--- src/rtl/z80_regbank_if.sv ---
// Decoder-to-register-bank bus for z80_regbank.
// Carries write controls, bank swaps, read selects and read data.
interface z80_regbank_if #(
  parameter int WIDTH = 8,
  parameter int PAIRS = 4
);
  localparam int SW = $clog2(PAIRS);
  localparam int DW = 2 * WIDTH;

  logic [SW-1:0] Wr_Sel;
  logic [DW-1:0] Data;
  logic          H_Load;
  logic          L_Load;
  logic          Inc;
  logic          Dec;
  logic          Ex_AF;
  logic          Exx;
  logic [SW-1:0] Rd_A_Sel;
  logic [SW-1:0] Rd_B_Sel;
  logic [DW-1:0] Rd_A;
  logic [DW-1:0] Rd_B;
  logic          Bank_AF;
  logic          Bank_Main;
  logic          Dec_Zero;

  modport master (
    output Wr_Sel, Data,
    output H_Load, L_Load,
    output Inc, Dec,
    output Ex_AF, Exx,
    output Rd_A_Sel, Rd_B_Sel,
    input  Rd_A, Rd_B,
    input  Bank_AF, Bank_Main,
    input  Dec_Zero
  );

  modport slave (
    input  Wr_Sel, Data,
    input  H_Load, L_Load,
    input  Inc, Dec,
    input  Ex_AF, Exx,
    input  Rd_A_Sel, Rd_B_Sel,
    output Rd_A, Rd_B,
    output Bank_AF, Bank_Main,
    output Dec_Zero
  );
endinterface

--- src/rtl/z80_regbank.sv ---
// Bank-switched Z80 register pairs with byte/word write and inc/dec.
// Define Z80_REGBANK_BYPASS_EN to forward same-cycle writes to reads.
module z80_regbank #(
  parameter int WIDTH = 8,
  parameter int PAIRS = 4
) (
  input  logic Clk,
  input  logic Reset,
  z80_regbank_if.slave bus
);
  localparam int SW = $clog2(PAIRS);
  localparam int DW = 2 * WIDTH;
  localparam logic [SW:0] NP = (SW+1)'(PAIRS);

  logic [DW-1:0] r_regs [2][PAIRS];
  logic          r_bank_af;
  logic          r_bank_main;
  logic          r_dec_zero;

  logic          w_wr_ok;
  logic          w_wbank;
  logic          w_load;
  logic          w_step;
  logic          w_wr_en;
  logic          w_dz_next;
  logic [DW-1:0] w_cur;
  logic [DW-1:0] w_next;

  assign w_wr_ok = {1'b0, bus.Wr_Sel} < NP;
  assign w_wbank = (bus.Wr_Sel == '0) ?
                   r_bank_af : r_bank_main;
  assign w_load  = bus.H_Load | bus.L_Load;
  assign w_step  = bus.Inc ^ bus.Dec;
  assign w_wr_en = w_wr_ok & (w_load | w_step);

  always_comb begin
    w_cur  = '0;
    if (w_wr_ok)
      w_cur = r_regs[w_wbank][bus.Wr_Sel];
    w_next = w_cur;
    if (w_load) begin
      if (bus.H_Load)
        w_next[DW-1:WIDTH] = bus.Data[DW-1:WIDTH];
      if (bus.L_Load)
        w_next[WIDTH-1:0] = bus.Data[WIDTH-1:0];
    end else if (w_step) begin
      w_next = bus.Inc ? w_cur + DW'(1)
                       : w_cur - DW'(1);
    end
  end

  assign w_dz_next = w_wr_ok & bus.Dec & ~bus.Inc
                   & ~w_load & (w_cur == DW'(1));

  always_ff @(posedge Clk) begin
    if (Reset) begin
      for (int b = 0; b < 2; b++)
        for (int p = 0; p < PAIRS; p++)
          r_regs[b][p] <= '0;
      r_bank_af   <= 1'b0;
      r_bank_main <= 1'b0;
      r_dec_zero  <= 1'b0;
    end else begin
      if (w_wr_en)
        r_regs[w_wbank][bus.Wr_Sel] <= w_next;
      if (bus.Ex_AF)
        r_bank_af <= ~r_bank_af;
      if (bus.Exx)
        r_bank_main <= ~r_bank_main;
      r_dec_zero <= w_dz_next;
    end
  end

  function automatic logic [DW-1:0] f_rd(
    input logic [SW-1:0] sel
  );
    logic b;
    b = (sel == '0) ? r_bank_af : r_bank_main;
    if ({1'b0, sel} >= NP)
      return '0;
`ifdef Z80_REGBANK_BYPASS_EN
    if (w_wr_en && sel == bus.Wr_Sel)
      return w_next;
`endif
    return r_regs[b][sel];
  endfunction

  assign bus.Rd_A      = f_rd(bus.Rd_A_Sel);
  assign bus.Rd_B      = f_rd(bus.Rd_B_Sel);
  assign bus.Bank_AF   = r_bank_af;
  assign bus.Bank_Main = r_bank_main;
  assign bus.Dec_Zero  = r_dec_zero;
endmodule

--- src/flat_wrapper.sv ---
// flat-port wrapper written by rule: the top's interface ports become plain ports
module z80_regbank_flat 
#(
  parameter int WIDTH = 8,
  parameter int PAIRS = 4
)
  (Clk, Reset, bus_Wr_Sel, bus_Data, bus_H_Load, bus_L_Load, bus_Inc, bus_Dec, bus_Ex_AF, bus_Exx, bus_Rd_A_Sel, bus_Rd_B_Sel, bus_Rd_A, bus_Rd_B, bus_Bank_AF, bus_Bank_Main, bus_Dec_Zero);
  z80_regbank_if #(.WIDTH(WIDTH), .PAIRS(PAIRS)) bus_i ();
  input  logic Clk;
  input  logic Reset;
  input wire logic [$bits(bus_i.Wr_Sel)-1:0] bus_Wr_Sel;
  input wire logic [$bits(bus_i.Data)-1:0] bus_Data;
  input wire logic [$bits(bus_i.H_Load)-1:0] bus_H_Load;
  input wire logic [$bits(bus_i.L_Load)-1:0] bus_L_Load;
  input wire logic [$bits(bus_i.Inc)-1:0] bus_Inc;
  input wire logic [$bits(bus_i.Dec)-1:0] bus_Dec;
  input wire logic [$bits(bus_i.Ex_AF)-1:0] bus_Ex_AF;
  input wire logic [$bits(bus_i.Exx)-1:0] bus_Exx;
  input wire logic [$bits(bus_i.Rd_A_Sel)-1:0] bus_Rd_A_Sel;
  input wire logic [$bits(bus_i.Rd_B_Sel)-1:0] bus_Rd_B_Sel;
  output wire logic [$bits(bus_i.Rd_A)-1:0] bus_Rd_A;
  output wire logic [$bits(bus_i.Rd_B)-1:0] bus_Rd_B;
  output wire logic [$bits(bus_i.Bank_AF)-1:0] bus_Bank_AF;
  output wire logic [$bits(bus_i.Bank_Main)-1:0] bus_Bank_Main;
  output wire logic [$bits(bus_i.Dec_Zero)-1:0] bus_Dec_Zero;
  assign bus_i.Wr_Sel = bus_Wr_Sel;
  assign bus_i.Data = bus_Data;
  assign bus_i.H_Load = bus_H_Load;
  assign bus_i.L_Load = bus_L_Load;
  assign bus_i.Inc = bus_Inc;
  assign bus_i.Dec = bus_Dec;
  assign bus_i.Ex_AF = bus_Ex_AF;
  assign bus_i.Exx = bus_Exx;
  assign bus_i.Rd_A_Sel = bus_Rd_A_Sel;
  assign bus_i.Rd_B_Sel = bus_Rd_B_Sel;
  assign bus_Rd_A = bus_i.Rd_A;
  assign bus_Rd_B = bus_i.Rd_B;
  assign bus_Bank_AF = bus_i.Bank_AF;
  assign bus_Bank_Main = bus_i.Bank_Main;
  assign bus_Dec_Zero = bus_i.Dec_Zero;
  z80_regbank #(.WIDTH(WIDTH), .PAIRS(PAIRS)) u_core (.Clk(Clk), .Reset(Reset), .bus(bus_i));
endmodule
--- config.mk ---
export PLATFORM = sky130hd
export DESIGN_NAME = z80_regbank_flat
export DESIGN_NICKNAME = d
export VERILOG_FILES = /design/src/rtl/z80_regbank_if.sv /design/src/rtl/z80_regbank.sv /design/src/flat_wrapper.sv
export SDC_FILE = /design/constraint.sdc
export NUM_CORES = 1
export LEC_CHECK = 0
export CELL_PAD_IN_SITES_DETAIL_PLACEMENT = 0
export CELL_PAD_IN_SITES_GLOBAL_PLACEMENT = 2
export CORE_AREA = 2 2 137 172
export DETAILED_ROUTE_END_ITERATION = 10
export DIE_AREA = 0 0 139 174
export GPL_TIMING_DRIVEN = 0
export PLACE_DENSITY = 0.82
export SYNTH_ARGS = -nofsm -noshare
export SYNTH_HDL_FRONTEND = slang
export SYNTH_SLANG_ARGS = --single-unit
--- constraint.sdc ---
create_clock -name Clk -period 3.6 [get_ports Clk]
set_input_delay 0.72 -clock Clk [delete_from_list [all_inputs] [get_ports Clk]]
set_output_delay 0.72 -clock Clk [all_outputs]
set_load 0.02 [all_outputs]
# Yosys cells after proc, flatten, opt, wreduce, memory -nomap -nowiden
# Memory sizes are Yosys's and may differ from the RTL's.
# Index checks and enable logic that the tools add are counted.
[word_totals]
reg_bits = 3
ram_bits = 128
out_inout_bits = 35
elab_cells = 56
memories = 1
[memory_table]
columns = ["name", "depth", "width", "read_ports", "rd_clocked_by_memory_dff", "wr", "line_no", "source"]
rows = [
  ["u_core.r_regs", 2, 64, 3, 0, 2, "z80_regbank.sv:15", "logic [DW-1:0] r_regs [2][PAIRS];"],
]
[classes]
add_sub_neg = 2
order_cmp = 4
eq_ne = 1
mux = 27
bitwise_logic = 13
reduce_logical = 5
[op_table]
columns = ["cell", "n"]
rows = [
  ["64-bit 2-to-1 mux", 3],
  ["16-bit 2-to-1 mux", 10],
  ["16-bit binary-select mux with 2-bit select", 3],
  ["64-bit OR reduction", 1],
  ["16-bit demux with 2-bit select", 1],
  ["16-bit by 1-bit adder with 16-bit output, second input constant", 1],
  ["16-bit by 1-bit equality test with 1-bit output, second input constant", 1],
  ["8-bit 2-to-1 mux", 2],
  ["16-bit by 1-bit subtractor with 16-bit output, second input constant", 1],
  ["3-bit greater-or-equal comparator, second input constant", 3],
  ["2-bit inverter with 3-bit output", 3],
  ["1-bit 2-to-1 mux", 8],
  ["2-bit zero test", 3],
  ["1-bit inverter", 4],
  ["1-bit AND", 3],
  ["3-bit by 1-bit less-than comparator with 1-bit output, second input constant", 1],
  ["1-bit OR", 2],
  ["1-bit logical AND", 1],
  ["1-bit bitwise XOR", 1],
]

# Depth between registers and ports, before layout
# An unclocked memory read counts as a cell.
[depth]
ltp_word = 11
ltp_mapped = 15
depth_no_buf = 13

# Least setup slack after synthesis
# Ideal clock, no wire load.
[synth_timing]
kind = "input to output"
startpoint = "input bus_Rd_B_Sel[1]"
endpoint = "output bus_Rd_B[13]"
t_arrival_ns = 2.769
setup_slack_ns = 0.111
cell_stages = 6
n_path_buf = 2
path_cell_list = "buf_1 > nor2_1 > mux2i_1 > clkbuf_1 > mux2_2 > mux4_2"
[synth_between]
elab_chain_cells = 6
[synth_lines]
columns = ["item", "line_no", "source"]
rows = [
  ["start: declaration", "flat_wrapper.sv:20", "input wire logic [$bits(bus_i.Rd_B_Sel)-1:0] bus_Rd_B_Sel;"],
  ["2-bit zero test", "z80_regbank.sv:78", "b = (sel == '0) ? r_bank_af : r_bank_main;"],
  ["1-bit 2-to-1 mux", "z80_regbank.sv:78", ""],
  ["memory read 2 x 64 bit", "-", ""],
  ["16-bit binary-select mux with 2-bit select (*)", "z80_regbank.sv:85", "return r_regs[b][sel];"],
  ["16-bit 2-to-1 mux (implied by the code) (*) (2 in a row)", "z80_regbank.sv:85", ""],
  ["end: declaration", "flat_wrapper.sv:22", "output wire logic [$bits(bus_i.Rd_B)-1:0] bus_Rd_B;"],
]
# Mark *: on every way between the ends. The rest lies on a longest branch, timed or not. The select of a mux whose other input is x is not followed.

==> run summary <==
# rows = 62
Drc violations = 0
Worst-path clk slew = 60 ps
Vias = 6,527
Synth top area share = 46.9%
Maximum buffer depth of the clock tree = 2
Crit Path Max Fanout = 10
Remaining antenna violation count after routing = 0
Worst slew pin tran = 1100 ps
Setup violations, final = 0
Sw frac = 29.9%
Total power draw = 4.80 mW
Root Driver = clkbuf_16
DRT Pass-1 Iters = 5
Ratio of cells with drive above 1 in the final layout = 37.3%
Post-synth ARST share = 0%
P_leak = 3.84 nW
Yosys Warn Count = 0
Peak supply drop = 0.356 mV
Fmax = 0.279 GHz
CP Launch Type = primary input
Post-Layout Inst Area = 10,400 um^2
Fill cells = 2,074
Hold Path Class = in -> reg
H-tree levels = 4
Placed Area = 9240 um^2
All-Layer GR Usage = 23.4%
Final WL = 28,600 um
Sequential area share after synthesis = 47.6%
Slew Limit Headroom = 26.9%
Vias per std cell = 6.11
Crit Reg-Reg Endpoint = u_core.r_regs[1][39]
Core Area = 22,700 um^2
Distinct cell type count after synthesis = 65
Dpl hpwl = 19,900 um
CP Launch Point = bus_Inc
Ports = 65
Die area = 24,200 um^2
Clk Latency, worst-skew pair = 430 ps
Sw power = 1.43 mW
Final Cycle Share = 99.4%
Avg WL per Cell = 26.8 um
Most common cell in the netlist = edfxtp_1
Die Y = 174 um
Core Util, Final = 45.7%
Worst Hold Depth = 3
# Max-Cap Violations = 0
Logic pwr share = 26.6%
Gr ovfl total = 0
Largest net degree at the start of global routing = 17
Hold path startpoint = bus_Ex_AF
Final Hold Viols = 0
Post-synth EDFFs = 128
Sequential power share = 38.5%
Global placement routability congestion = 0.887
CTS tree = yes
Vias in the first global route = 6,669
WHS Endpoint = u_core.bus.Bank_AF
Outcome = completed
Fin Clk Skew = 13.8 ps
First-pass GRT wire length = 41,700 um
CP Data Arrival Time = 3830 ps
CP required = 3850 ps
Area grow syn2layout = 26.3%
Reg2Reg Depth = 9
Die Width = 139 um
Final setup margin = 19.8 ps
Pre-CTS setup slack = -1680 ps
TritonCTS Buffers = 17
Slowest CP cell = or4b_2
Net count after synthesis = 703
Clock share of power = 34.9%
RSZ-0062 raised after global routing = true
Synth top area cells = edfxtp_1 (47%), mux2_2 (14%), mux4_2 (10%)
Flop2flop setup slack = 150 ps
Worst Setup End Kind = flip-flop
Hold_buf cts = 0
Top cells by count, synth = edfxtp_1 (128), mux2_2 (100), nor2_1 (85), mux4_2 (37), nand2_1 (32)
Reg-to-Reg Start = u_core.bus.Bank_Main
Port bufs = 58
Seq cells post-synth = 131
Nets = 802
Yosys top cell by area = edfxtp_1
Detailed Route Iter0 Violations = 628
Clock Sinks = 131
Mean Syn Cell Area = 12.3 um^2
Peak per-stage delay on the critical path = 750 ps
Synth Instances = 669
Worst Path Class, Setup = in -> reg
ANT cells = 0
Initial Util = 36.2%
Int Power = 3.36 mW
Predominant post-synthesis flop cell = edfxtp_1
Critical path, cell by cell = clkbuf_1 -> inv_1 -> ha_1 -> nand2_1 -> nand2b_1 -> clkbuf_1 -> nor3_1 -> nand2b_1 -> or4b_2 -> o211ai_1
Synth Cell Area = 8200 um^2
Pwr dens = 463 nW/um^2
Initial antenna violation count = 1
Fin crit period = 3580 ps
Max-slew violations = 0
-- area by class of cell --
class                      count  area, um^2  share of cell area (%)
timing repair buffer          87         890                    8.59
inverter                      21        80.1                   0.773
sequential                   131        3910                    37.7
clock buffer                  17         425                    4.11
multi-input combinational    473        4270                    41.2
buffer                        37         288                    2.78
tap                          288         360                    3.48
clock inverter                14         140                    1.35
-- state kept, by name, indices dropped and copies added, names as in the netlist --
register and flops:
u_core.bus.Bank_AF 1, u_core.bus.Bank_Main 1, u_core.bus.Dec_Zero 1, u_core.r_regs 128
-- power groups by stage --
stage	logic [mW]	registers [mW]	clock network, mW
6_report	1.28	1.85	1.67
3_3_place_gp	1.12	1.87	0
4_1_cts	1.22	1.85	1.66
5_1_grt	1.33	1.86	1.73
3_5_place_dp	1.15	1.88	0
2_1_floorplan	0.716	1.86	0
-- kinds of logic after synthesis --
logic type | count (synthesis) | synth area share, %
adder cells (fa/ha/maj) | 4 | 0.610
AND/OR/NAND/NOR | 216 | 13.2
flip-flops | 131 | 47.6
buffers and inverters | 65 | 3.34
multiplexers | 160 | 26.7
XOR/XNOR | 9 | 0.961
AO/OA/AOI/OAI | 84 | 7.63
-- routing by layer --
layer / routed length [um] / track usage, %
met1: 11000 / 28.6
met2: 14200 / 39.6
met5: 0 / 0
met4: 1340 / 13.0
met3: 2090 / 3.53
-- layout by cell type (no fill, tap or decap), types with 7 or more instances in the layout --
cell / count
edfxtp_1: 128
mux2_2: 100
nor2_1: 79
mux4_2: 37
nand2_1: 31
nor3_1: 27
clkdlybuf4s50_1: 24
clkbuf_16: 21
buf_4: 20
inv_1: 19
mux2i_1: 19
clkbuf_1: 14
buf_2: 14
buf_6: 13
o21ai_0: 13
o211ai_1: 11
a211oi_1: 10
a21oi_1: 9
xnor2_1: 8
clkdlybuf4s15_2: 8
dlygate4sd2_1: 8
clkbuf_2: 7
and3_1: 7
-- per-stage QoR --
stage | instances | setup TNS, ps | hold slack, ps
floorplan | 669 | 0 | 857
global route | 1068 | -240 | 969
global placement | 1015 | -243960 | 1000
finish | 1068 | 0 | 935
detailed placement | 1018 | -211870 | 1020
CTS | 1063 | -1180 | 933
-- worst max-delay path, delay by kind of cell --
kind / cells / cell delay, ps
AND/OR/NAND/NOR: 5 / 1640
buffers and inverters: 3 / 930
adder cells (fa/ha/maj): 1 / 410
AO/OA/AOI/OAI: 1 / 120
-- worst max-delay path by stage --
| stage | end | slack [ps] | cells past startpoint |
|---|---|---|---|
| floorplan | bus_Rd_B[13] | 110 | 6 |
| global route | u_core.r_regs[0][58] | -110 | 10 |
| global placement | bus_Rd_A[9] | -1680 | 7 |
| finish | u_core.r_regs[0][58] | 20 | 10 |
| CTS | bus_Rd_B[9] | -110 | 10 |
| detailed placement | u_core.r_regs[1][40] | -1680 | 15 |
-- timing repair --
action | CTS | global route
buffers inserted | 17 | 7
gates cloned | 0 | 2
setup endpoints to repair | 220 | 146
resized for setup | 192 | 34
pin swaps | 6 | 3
(Power assumes the default switching activity.)
